[src/rtl/sudoku_pipe_sched.sv]
// Recirculating ring scheduler for the sudoku solver: admits puzzles, loops them
// through the external propagation datapath, and retires them via a one-entry output register.
module sudoku_pipe_sched #(
   parameter int N             = 9,
   parameter int CELL_W        = 4,
   parameter int NUM_PIPE_STGS = 6,
   parameter int MAX_ITER      = 32,
   parameter int ITER_W        = 6,
   localparam int DATA_W       = N*N*CELL_W,
   localparam int CNT_W        = $clog2(NUM_PIPE_STGS+1)
) (
   input  logic              clk,
   input  logic              rst_n,
   input  logic              go,
   input  logic              in_valid,
   input  logic [DATA_W-1:0] in_data,
   output logic              in_ready,
   output logic [DATA_W-1:0] dp_data_o,
   output logic              dp_valid_o,
   input  logic [DATA_W-1:0] dp_data_i,
   input  logic              dp_contra_i,
   output logic              out_valid,
   output logic [DATA_W-1:0] out_data,
   output logic [1:0]        out_status,
   output logic [ITER_W-1:0] out_iters,
   input  logic              out_ready,
   output logic [CNT_W-1:0]  slots_used
);

   localparam int PTR_W = $clog2(NUM_PIPE_STGS);
   localparam int NCELL = N*N;
   localparam logic [PTR_W-1:0] PTR_LAST = PTR_W'(NUM_PIPE_STGS-1);
   localparam logic [ITER_W:0]  ITER_MAX = (ITER_W+1)'(MAX_ITER);
   localparam logic [1:0] ST_SOLVED = 2'd0;
   localparam logic [1:0] ST_STALL  = 2'd1;
   localparam logic [1:0] ST_CONTRA = 2'd2;
   localparam logic [1:0] ST_LIMIT  = 2'd3;

   logic [NUM_PIPE_STGS-1:0]             occ;
   logic [NUM_PIPE_STGS-1:0][ITER_W-1:0] iter;
   logic [NUM_PIPE_STGS-1:0][DATA_W-1:0] sent;
   logic [PTR_W-1:0]                     ptr;

   logic              head_occ, solved, stalled, limit, done;
   logic              out_free, retire, issue_new;
   logic [ITER_W:0]   iter_inc, iter_sat;
   logic [1:0]        status;

   always_comb begin
      solved = 1'b1;
      for (int c = 0; c < NCELL; c++)
         if (dp_data_i[c*CELL_W +: CELL_W] == '0) solved = 1'b0;
   end

   // iter_inc is one bit wider so the saturation compare cannot wrap
   always_comb begin
      head_occ = occ[ptr];
      iter_inc = {1'b0, iter[ptr]} + 1'b1;
      iter_sat = (iter_inc > ITER_MAX) ? ITER_MAX : iter_inc;
      stalled  = (dp_data_i == sent[ptr]);
      limit    = (iter_inc >= ITER_MAX);
      done     = dp_contra_i | solved | stalled | limit;
      if (dp_contra_i)  status = ST_CONTRA;
      else if (solved)  status = ST_SOLVED;
      else if (stalled) status = ST_STALL;
      else              status = ST_LIMIT;
   end

   assign out_free  = !out_valid | out_ready;
   assign retire    = go & head_occ & done & out_free;
   assign in_ready  = rst_n & go & (!head_occ | (done & out_free));
   assign issue_new = in_ready & in_valid;

   always_ff @(posedge clk or negedge rst_n) begin
      if (!rst_n) begin
         occ        <= '0;
         iter       <= '0;
         sent       <= '0;
         ptr        <= '0;
         dp_valid_o <= 1'b0;
         dp_data_o  <= '0;
         slots_used <= '0;
      end else if (go) begin
         ptr <= (ptr == PTR_LAST) ? '0 : ptr + 1'b1;
         if (head_occ && !retire) begin
            // not done, or done but blocked by the output: take another pass
            dp_data_o    <= dp_data_i;
            dp_valid_o   <= 1'b1;
            iter[ptr]    <= iter_sat[ITER_W-1:0];
            sent[ptr]    <= dp_data_i;
         end else if (in_valid) begin
            dp_data_o    <= in_data;
            dp_valid_o   <= 1'b1;
            occ[ptr]     <= 1'b1;
            iter[ptr]    <= '0;
            sent[ptr]    <= in_data;
         end else begin
            dp_valid_o   <= 1'b0;
            occ[ptr]     <= 1'b0;
         end
         case ({issue_new, retire})
            2'b10:   slots_used <= slots_used + 1'b1;
            2'b01:   slots_used <= slots_used - 1'b1;
            default: ;
         endcase
      end
   end

   // output handshake runs regardless of go
   always_ff @(posedge clk or negedge rst_n) begin
      if (!rst_n) begin
         out_valid  <= 1'b0;
         out_data   <= '0;
         out_status <= '0;
         out_iters  <= '0;
      end else if (retire) begin
         out_valid  <= 1'b1;
         out_data   <= dp_data_i;
         out_status <= status;
         out_iters  <= iter_sat[ITER_W-1:0];
      end else if (out_ready) begin
         out_valid  <= 1'b0;
      end
   end

endmodule

[config.mk]
export PLATFORM = sky130hd
export DESIGN_NAME = sudoku_pipe_sched
export DESIGN_NICKNAME = d
export VERILOG_FILES = /design/src/rtl/sudoku_pipe_sched.sv
export SDC_FILE = /design/constraint.sdc
export NUM_CORES = 2
export LEC_CHECK = 0
export BUFFER_PORTS_ARGS = -buffer_cell sky130_fd_sc_hd__buf_2
export CAP_MARGIN = 20
export CORE_AREA = 2 2 519 521
export CTS_BUF_LIST = sky130_fd_sc_hd__clkbuf_8
export DETAILED_ROUTE_END_ITERATION = 7
export DIE_AREA = 0 0 521 523
export PLACE_DENSITY_LB_ADDON = 0.15
export SLEW_MARGIN = 40
export SYNTH_ARGS = -nofsm -noshare
export SYNTH_HDL_FRONTEND = slang
export SYNTH_SLANG_ARGS = --single-unit
[constraint.sdc]
create_clock -name clk -period 5.5 [get_ports clk]
set_input_delay 0.275 -clock clk [delete_from_list [all_inputs] [get_ports clk]]
set_output_delay 0.275 -clock clk [all_outputs]
set_load 0.02 [all_outputs]
==> metrics.txt <==
status finished with violations; violated checks setup timing; CTS H-Tree Depth 5; WL/cell ~38 um; DR vias 95.1k; sw frac about 41%; first-pass GRT wire length 775,000 um; clk sinks around 2.7k; drt first pass iters 6; clk_lat worst skew around 1200 ps; Final Hold Vio Count 0; Clock Skews about 80 ps; number of synthesized register bits between 2k and 3k; vias in the first global route between 90k and 100k; Required @ worst endpoint ~5200 ps; Setup TNS Final -1,432,890 ps; clk slew on worst S/H paths ~70 ps; Longest Clk Path Bufs 4; Port Buffers ~1.3k; Net Switching just under 50 mW; unrepaired setup endpoints after global routing yes; critical path capture point type output port; pwr/cell area between 600 and 700 nW/um2; Post-Syn Instances roughly 8.5k; maximum vdd ir drop ~0.37 mV; maximum clock rate approximately 150 MHz; cts bufs inserted approximately 450; nets about 12k; net count after synthesis between 9k and 10k; CP max-delay cell nor4_4; Vias per Instance 6.14; Area Growth Syn to Fin 29.9%; Warnings, synthesis 0; Iter 0 DRT Violations between 10k and 15k; post-DP HPWL about 420,000 um; pin count of the biggest net entering global routing 152; initial antenna violation count 96; Die X 521 um; GRT Residual Overflow 0; P_int roughly 69 mW; CP Launch Type flip-flop; Post-Place Setup Slack -507 ps; Hold WC Path Type in2reg; cell count after placement 13.7k; CTS tree done; gr usage total between 40% and 50%; max layer used met5; starting density of the core between 40% and 50%; reg2reg setup slack -740 ps; root buffer cell clkbuf_8; max incr delay on CP 740 ps; final wirelength roughly 590,000 um; layout cells sized above 1 between 50 and 60%; Ports 1,316; Worst Max-Slew Pin Slew between 1000 and 1500 ps; ys async rst share 100%; DRT met1 WL around 230,000 um; post-layout minimum cycle time around 6500 ps; P_leak around 77 nW; sequential power share roughly 30%; WP data arrival roughly 6200 ps; Final Max Tran Viols 0; DIE HEIGHT approximately 520 um; Die Area ~270,000 um2; Placer Congestion 0.983; # DRC 0; worst path cell trace buf_12, buf_16, buf_16, buf_6, mux2_4, a222oi_1, xnor2_2, nor4_4, nand4_1, nor4_4, nand4_1, buf_4, nor4_4, buf_12, o21ai_4, nand2_2, buf_6, and3_4, buf_6; Post-DRT Antenna Nets 0; Site Rows 190; EDFF count, synth 0; synthesized cell area between 100,000 and 150,000 um2; CP Class reg2out; fin crit share 117%; WL met2 about 250,000 um; Max-cap violations 0; Core Region between 200,000 and 300,000 um2; final setup margin -956 ps; Final Non-Filler Cells around 15k; top_reg_cell synth dfrtp_1; Seq/Total Area, Yosys a little over 50%; syn_area_per_cell around 15 um2; met3 WL 63,300 um; Setup violations, final between 2k and 3k; slew margin rel. between 20% and 30%; Comb power frac 54.2%; Crit Path Max Fanout 7; clock network power share 15.8%; synth unique cells between 80 and 90
[final timing paths]
path	startpoint	to	depth (start not counted)
hold / removal	dp_data_i[87]	out_data[87]	3
setup reg to reg	ptr[0]	sent[1671]	25
max in group asynchronous	rst_n	out_data[134]	8
hold reg to reg	dp_data_o[175]	dp_data_o[175]	1
setup / recovery	ptr[0]	in_ready	19
min in group asynchronous	rst_n	out_data[163]	4
[through the flow]
stage | hold slack, ps | util [%] | instance area [um2] | power (mW)
after CTS | 0.917 | 61.8 | 165000 | 114
final | 55.5 | 63.3 | 169000 | 118
after global routing | 47.7 | 63.3 | 169000 | 121
after floorplan | -20.6 | - | 130000 | 68.6
after detailed placement | 236 | 55.0 | 147000 | 92.7
after global placement | 237 | 54.8 | 146000 | 91.2
[cell families after synthesis]
logic type	after synthesis	synth area share, %
buffers and inverters	611	3.15
and+or+nand+nor	670	2.64
AOI/OAI and AO/OA	605	3.15
DFF	2650	50.9
adders and majority gates	3	0.0346
xor gates and xnor gates	339	2.28
muxes	3666	37.8
[cell usage in the layout, fill, tap and decap left out, drive strengths merged, types with 6 or more instances in the layout]
cell and instances:
o31ai 28, o22a 6, o32ai 6, a2111oi 16, a222oi 42, inv 205, or3 20, diode 60
clkinv 52, nand2 128, clkbuf 648, mux4 224, nor3 72, o211ai 10, dfrtp 2650, nand2b 16
bufbuf 7, bufinv 10, nor2 176, nor4 143, a211oi 14, o21ai 169, a22o 6, nor2b 9
mux2 3083, o2111ai 7, nand4 34, nand3 23, a21oi 88, a211o 8, buf 2306, or4 18
xor2 130, dlygate4sd3 706, mux2i 359, a22oi 56, xnor2 209, a31oi 16, o22ai 49, o2bb2ai 27
[Yosys cell counts, types with 20 or more instances]
cell	count	area [um2]
inv_1	53	199
a22oi_1	56	420
nor2_1	170	638
o2bb2ai_1	27	236
mux2_2	1319	14900
o21ai_0	164	821
nor4_1	142	888
mux2_1	205	2310
mux2_4	1559	23400
nand2_1	128	480
nand3_1	23	115
buf_2	187	936
a21oi_1	88	440
buf_1	46	173
xnor2_1	209	1830
o31ai_1	28	210
or3_1	20	125
o22ai_1	49	307
mux4_2	224	5040
a222oi_1	42	420
mux2i_1	359	3590
clkbuf_1	92	345
buf_4	44	330
dfrtp_1	2650	66300
nor3_1	71	355
xor2_1	130	1140
buf_6	187	2110
nand4_1	34	213
[flip-flops by register name (all words and copies together), names as in the netlist, named ones only]
register	flops
out_iters	6
dp_valid_o	1
iter	36
out_data	324
ptr	3
slots_used	3
dp_data_o	324
sent	1944
out_valid	1
out_status	2
[cell type report]
cell class	instances	area (um2)
fill	19800	97900
sequential	2650	66300
multi-input combinational	5284	61400
timing repair buffer	3090	27300
clock buffer	577	7940
tap	3552	4440
clock inverter	217	1290
inverter	55	214
antenna	60	150
[worst max-delay path: cells and delay by family (launching register included)]
| family | cells | cell delay [ps] |
|---|---|---|
| AOI/OAI and AO/OA | 2 | 560 |
| xor gates and xnor gates | 1 | 230 |
| buffers and inverters | 8 | 1190 |
| DFF | 1 | 540 |
| muxes | 1 | 290 |
| and+or+nand+nor | 7 | 2210 |
[repair_timing]
action	CTS	global route
pin swaps	37	52
gates cloned	14	80
gates resized for setup	185	236
hold buffers	707	0
setup buffers	80	87
endpoints found under the hold margin	3328	0
endpoints found under the setup margin	2646	2642
[power groups by stage]
stage               clock (mW)  combinational, mW  sequential (mW)
floorplan                    0               32.5             36.2
global placement             0               56.8             34.4
detailed placement           0               57.8             34.9
CTS                       18.8               60.7             34.7
global route              19.7               65.4             36.0
finish                    18.7               63.9             35.2
[layer usage]
| layer | vias up | global-route usage (%) |
|---|---|---|
| met5 | - | 0 |
| met4 | 30 | 25.4 |
| met3 | 1368 | 12.1 |
| met2 | 5578 | 59.4 |
| met1 | 50600 | 53.2 |
| li1 | 37600 | - |
Note: power is estimated with default switching activity, not from simulation.
